<file path="src/rtl/board_renderer.sv">
// Tic-tac-toe board scanner: snapshots board/cursor on request and emits one
// pixel write per clock over the 3x3 board region, with one queued redraw.
module board_renderer #(
    parameter int CELL = 32,
    parameter int X0   = 32,
    parameter int Y0   = 12
) (
    input  logic        clk,
    input  logic        reset,
    input  logic        start,
    input  logic [17:0] board,
    input  logic [3:0]  cursor,
    output logic [7:0]  x,
    output logic [6:0]  y,
    output logic [2:0]  colour,
    output logic        plot,
    output logic        busy,
    output logic        done
);
    localparam int LW = $clog2(CELL);

    localparam logic [1:0] S_IDLE = 2'd0;
    localparam logic [1:0] S_DRAW = 2'd1;
    localparam logic [1:0] S_FIN  = 2'd2;

    localparam logic [LW-1:0] L_ONE = LW'(1);
    localparam logic [LW-1:0] L_MAX = LW'(CELL - 1);
    localparam logic [LW-1:0] L_IN0 = LW'(4);
    localparam logic [LW-1:0] L_IN1 = LW'(CELL - 5);

    logic [1:0]    state_q, state_d;
    logic          pending_q, pending_d;
    logic [17:0]   snap_board_q, snap_board_d;
    logic [3:0]    snap_cur_q, snap_cur_d;
    logic [1:0]    cx_q, cx_d, cy_q, cy_d;
    logic [LW-1:0] lx_q, lx_d, ly_q, ly_d;
    logic [7:0]    px_q, px_d;
    logic [6:0]    py_q, py_d;
    logic [7:0]    x_q, x_d;
    logic [6:0]    y_q, y_d;
    logic [2:0]    colour_q, colour_d;
    logic          plot_q, plot_d, busy_q, busy_d, done_q, done_d;
    logic          load, present, last;

    assign last = (cx_q == 2'd2) && (lx_q == L_MAX) && (cy_q == 2'd2) && (ly_q == L_MAX);

    // Counters hold the pixel currently on the outputs; the pixel logic below
    // renders the *next* counter values so the outputs stay fully registered.
    always_comb begin
        state_d      = state_q;
        pending_d    = pending_q;
        snap_board_d = snap_board_q;
        snap_cur_d   = snap_cur_q;
        cx_d = cx_q; cy_d = cy_q; lx_d = lx_q; ly_d = ly_q;
        px_d = px_q; py_d = py_q;
        plot_d  = 1'b0;
        busy_d  = 1'b0;
        done_d  = 1'b0;
        load    = 1'b0;
        present = 1'b0;
        case (state_q)
            S_IDLE: if (start) load = 1'b1;
            S_DRAW: begin
                pending_d = pending_q | start;
                if (last) begin
                    state_d = S_FIN;
                    done_d  = 1'b1;
                end else begin
                    present = 1'b1;
                    if (lx_q == L_MAX) begin
                        lx_d = '0;
                        if (cx_q == 2'd2) begin
                            cx_d = 2'd0;
                            px_d = 8'd0;
                            py_d = py_q + 7'd1;
                            if (ly_q == L_MAX) begin
                                ly_d = '0;
                                cy_d = cy_q + 2'd1;
                            end else begin
                                ly_d = ly_q + L_ONE;
                            end
                        end else begin
                            cx_d = cx_q + 2'd1;
                            px_d = px_q + 8'd1;
                        end
                    end else begin
                        lx_d = lx_q + L_ONE;
                        px_d = px_q + 8'd1;
                    end
                end
            end
            S_FIN: begin
                if (pending_q || start) begin
                    load      = 1'b1;
                    pending_d = 1'b0;
                end else begin
                    state_d = S_IDLE;
                end
            end
            default: state_d = S_IDLE;
        endcase
        if (load) begin
            snap_board_d = board;
            snap_cur_d   = cursor;
            cx_d = 2'd0; cy_d = 2'd0; lx_d = '0; ly_d = '0;
            px_d = 8'd0; py_d = 7'd0;
            state_d = S_DRAW;
            present = 1'b1;
        end
        if (present) begin
            plot_d = 1'b1;
            busy_d = 1'b1;
        end
    end

    logic [3:0] cell_idx;
    logic [1:0] cell_val;
    logic       on_border, in_inset, on_ring, on_diag;

    always_comb begin
        cell_idx  = ({2'b00, cy_d} * 4'd3) + {2'b00, cx_d};
        cell_val  = snap_board_d[{cell_idx, 1'b0} +: 2];
        on_border = (lx_d == '0) || (ly_d == '0) || (lx_d == L_MAX) || (ly_d == L_MAX);
        in_inset  = (lx_d >= L_IN0) && (lx_d <= L_IN1) && (ly_d >= L_IN0) && (ly_d <= L_IN1);
        on_ring   = in_inset && ((lx_d == L_IN0) || (ly_d == L_IN0) ||
                                 (lx_d == L_IN1) || (ly_d == L_IN1));
        on_diag   = in_inset && ((lx_d == ly_d) ||
                                 (({1'b0, lx_d} + {1'b0, ly_d}) == (LW + 1)'(CELL - 1)));
        x_d      = x_q;
        y_d      = y_q;
        colour_d = colour_q;
        if (present) begin
            x_d = 8'(X0) + px_d;
            y_d = 7'(Y0) + py_d;
            if (on_border)
                colour_d = (cell_idx == snap_cur_d) ? 3'b110 : 3'b111;
            else if (cell_val == 2'b01 && on_ring)
                colour_d = 3'b100;
            else if (cell_val == 2'b10 && on_diag)
                colour_d = 3'b001;
            else
                colour_d = 3'b000;
        end
    end

    always_ff @(posedge clk) begin
        if (reset) begin
            state_q      <= S_IDLE;
            pending_q    <= 1'b0;
            snap_board_q <= '0;
            snap_cur_q   <= '0;
            cx_q <= '0; cy_q <= '0; lx_q <= '0; ly_q <= '0;
            px_q <= '0; py_q <= '0;
            x_q <= '0; y_q <= '0; colour_q <= '0;
            plot_q <= 1'b0; busy_q <= 1'b0; done_q <= 1'b0;
        end else begin
            state_q      <= state_d;
            pending_q    <= pending_d;
            snap_board_q <= snap_board_d;
            snap_cur_q   <= snap_cur_d;
            cx_q <= cx_d; cy_q <= cy_d; lx_q <= lx_d; ly_q <= ly_d;
            px_q <= px_d; py_q <= py_d;
            x_q <= x_d; y_q <= y_d; colour_q <= colour_d;
            plot_q <= plot_d; busy_q <= busy_d; done_q <= done_d;
        end
    end

    assign x      = x_q;
    assign y      = y_q;
    assign colour = colour_q;
    assign plot   = plot_q;
    assign busy   = busy_q;
    assign done   = done_q;
endmodule

</file>
<file path="config.mk">
export PLATFORM = sky130hd
export DESIGN_NAME = board_renderer
export DESIGN_NICKNAME = d
export VERILOG_FILES = /design/src/rtl/board_renderer.sv
export SDC_FILE = /design/constraint.sdc
export NUM_CORES = 1
export LEC_CHECK = 0
export ABC_AREA = 1
export CORE_MARGIN = 2
export CORE_UTILIZATION = 39
export CTS_BUF_LIST = sky130_fd_sc_hd__clkbuf_4
export DETAILED_ROUTE_END_ITERATION = 8
export HOLD_SLACK_MARGIN = 0.03
export SYNTH_ARGS = -nofsm -noshare
export SYNTH_HDL_FRONTEND = slang
export SYNTH_SLANG_ARGS = --single-unit
</file>
<file path="constraint.sdc">
create_clock -name clk -period 10.1 [get_ports clk]
set_clock_uncertainty 0.15 [all_clocks]
set_input_delay 3.03 -clock clk [delete_from_list [all_inputs] [get_ports clk]]
set_output_delay 3.03 -clock clk [all_outputs]
set_load 0.1 [all_outputs]
</file>
==> reports/results.ini <==
[synth]
synth_area_leader_cell=dfxtp_1
synth-edff-count=0
synthArstFlopShare_pct=0
synth_top_area_share_pct=35.2
synth_most_common_cell=nand2_1
syn_inst=613
syn_nets=656
synth.avg_cell_area_um2=6.87
yosys_warnings=0
ys_seq_area_share_pct=35.2
synthFlopType=dfxtp_1
synth.distinct_cells=43
synth_area_leaders=dfxtp_1 35%, nand2_1 12%, nand3_1 8.6%, nor2_1 7.9%, inv_1 6.1%
synth_seq_cells=74
synth_area_um2=4210
yosys-top-cells-count=131 x nand2_1, 89 x nor2_1, 74 x dfxtp_1

[worst_setup_path]
crit_path_end_kind=register
crit_required_ns=10.32
crit_family=simple AND/OR/NAND/NOR gates
cp_max_fo=18
critPathMostFrequentCell=nor2_1
critical_path_arrival_ns=6.71
slowest_stage=fa_1
worst-setup-path-type=input port to register
crit_chain=clkdlybuf4s50_1 > inv_1 > nand2_1 > nand2_1 > nand2_2 > a31oi_1 > o21ai_0 > fa_1 > inv_1 > ha_1 > inv_1 > fa_1 > inv_1 > nor2_1 > nand3_1 > nand2_1 > nor2_1 > a21oi_1 > nand3_1 > nor2_1 > nor2_1 > nor2_1
path_buf_inv=5
slowest_delay_ns=0.52
startpoint_type=input port

[detailed_routing]
drcViolationCount=0
drt-pass1-iter-count=4
ant_nets=0
vias_per_cell=4.94
num_vias=3914
routed_wl_um=9940
wire_per_inst_um=12.6
drt_iter0_drc=134

[sta]
tightest_slew_ns=0.971
rsz0062_at_grt=no
setup_ws_ns=3.61
fin_crit_sh_pct=64.3
maxSlewViolCount=0
finalHoldViolCount=0
clock.fmax_mhz=154
tns_ns=0
relSlewSlack_pct=35.1
finalCriticalPeriod_ns=6.49
finalSetupViolations=0

[pwr]
pwr_density_cell_nw_per_um2=135
p_leak_nw=2.16
peakVddDrop_v=0.0000655

[finish]
diodes=0
nets=695
area_growth_pct=15.8
post_route_cells_drive_above_1_share_pct=9.15
layout.cells.non_filler=792

[grt]
overflow=0
grt_pass1_wl_um=17100
antenna_found_initial=0
grtUsageTotal_pct=18.2
grt_max_degree=55
grt_pass1_vias=3708

[clock_network]
cts_max_level=3
cts-root-buf=clkbuf_4
clock_latency_ns=0.43
cts.clk_slew.worst_paths_ns=0.12
post_cts_buffers=0
hold_buffers=0
clock_path_buffers=2
cts_resized=0
cts_tree=done
cts_sinks=74
numCtsBuffers=9

[placement]
post-place-ws_ns=3.21
gp_congestion=0.845
dp_hpwl_um=7270
numPortBuffers=45
place_inst=777

[floorplanning]
row_count=37
dieArea_um2=11600
core_area_um2=10400
die_h_um=108
start_util_pct=40.4
die_w_um=108
pin_count=46

[hold_path]
hold_class=register to register

[outcome]
status=completed

[run]
maxCapViolations=0

## area by class of cell
cell class                      count  area (um^2)
Multi-Input combinational cell    441         2320
Clock buffer                        9         67.6
Inverter                           80          300
Sequential cell                    74         1480
Tap cell                          136          170
Timing Repair Buffer               46          453
Fill cell                        1099         5540
Clock inverter                      6         90.1
## cells by family (layout without fill, tap and decap cells)
| kind of cell | Yosys count | in the layout | synth area share [%] |
|---|---|---|---|
| flops | 74 | 74 | 35.2 |
| simple gates | 345 | 345 | 37.8 |
| buf+inv | 98 | 141 | 9.83 |
| xor+xnor | 9 | 9 | 1.87 |
| compound gates | 65 | 65 | 8.67 |
| fa+ha+maj | 18 | 18 | 5.70 |
| mux | 4 | 4 | 0.951 |
## worst reg2reg max path: cells and delay by family, from the launching register on
| family | cells | cell delay (ns) |
|---|---|---|
| AOI/OAI and AO/OA | 3 | 0.75 |
| and+or+nand+nor | 12 | 1.25 |
| DFF | 1 | 0.44 |
| adders and majority gates | 5 | 1.64 |
| buffers and inverters | 5 | 0.31 |
## report_power, final
part           switching [W]  total, W  internal [W]
combinational      0.0000979  0.000137     0.0000386
clock               0.000112  0.000212      0.000100
sequential        0.00000542  0.000311      0.000305
## sequential cells by signal, indices dropped and copies added, names as in the netlist
name	cells
ly_q	5
snap_board_q	18
pending_q	1
snap_cur_q	4
cx_q	2
state_q	2
py_q	7
y	7
colour	3
cy_q	2
busy	1
lx_q	5
done	1
px_q	8
x	8
## layer usage
layer / wire, um / GRT usage, % / vias up
met4: 110 / 5.31 / 0
li1: - / - / 2044
met5: 0 / 0 / -
met3: 295 / 3.69 / 10
met2: 4730 / 30.8 / 56
met1: 4810 / 23.6 / 1804
## metrics by stage
stage | power, W | hold WS, ns | util [%] | instance area, um^2
finish | 0.000659 | 0.323 | 46.8 | 4880
global route | 0.000693 | 0.351 | 46.8 | 4880
CTS | 0.000668 | 0.327 | 46.8 | 4880
detailed placement | 0.000455 | 0.308 | 45.3 | 4720
global placement | 0.000453 | 0.299 | 45.3 | 4720
floorplan | 0.000421 | 0.294 | - | 4210
## path summary, 6_finish.rpt
kind	slack [ns]	end	depth (start not counted)	from
max	3.61	colour[2]$_SDFFE_PP0P_	22	start
min	0.32	x[1]$_SDFFE_PP0P_	2	x[1]$_SDFFE_PP0P_
max reg2reg	5.49	colour[2]$_SDFFE_PP0P_	25	ly_q[0]$_SDFF_PP0_
min reg2reg	0.32	x[1]$_SDFFE_PP0P_	2	x[1]$_SDFFE_PP0P_
## placed cells by master, fill, tap and decap left out, types with 6 or more instances in the layout
cell             count
nor2_2               8
o21ai_0             19
inv_1               68
clkbuf_4             9
inv_2               11
xor2_1               7
nor3_1               6
nor2_1              89
dfxtp_1             74
ha_1                16
a21oi_1             30
nand4_1              6
nand3_1             72
clkdlybuf4s50_1     44
nand2_1            131
or2_2                7
Power figures use the tool's default switching activity.
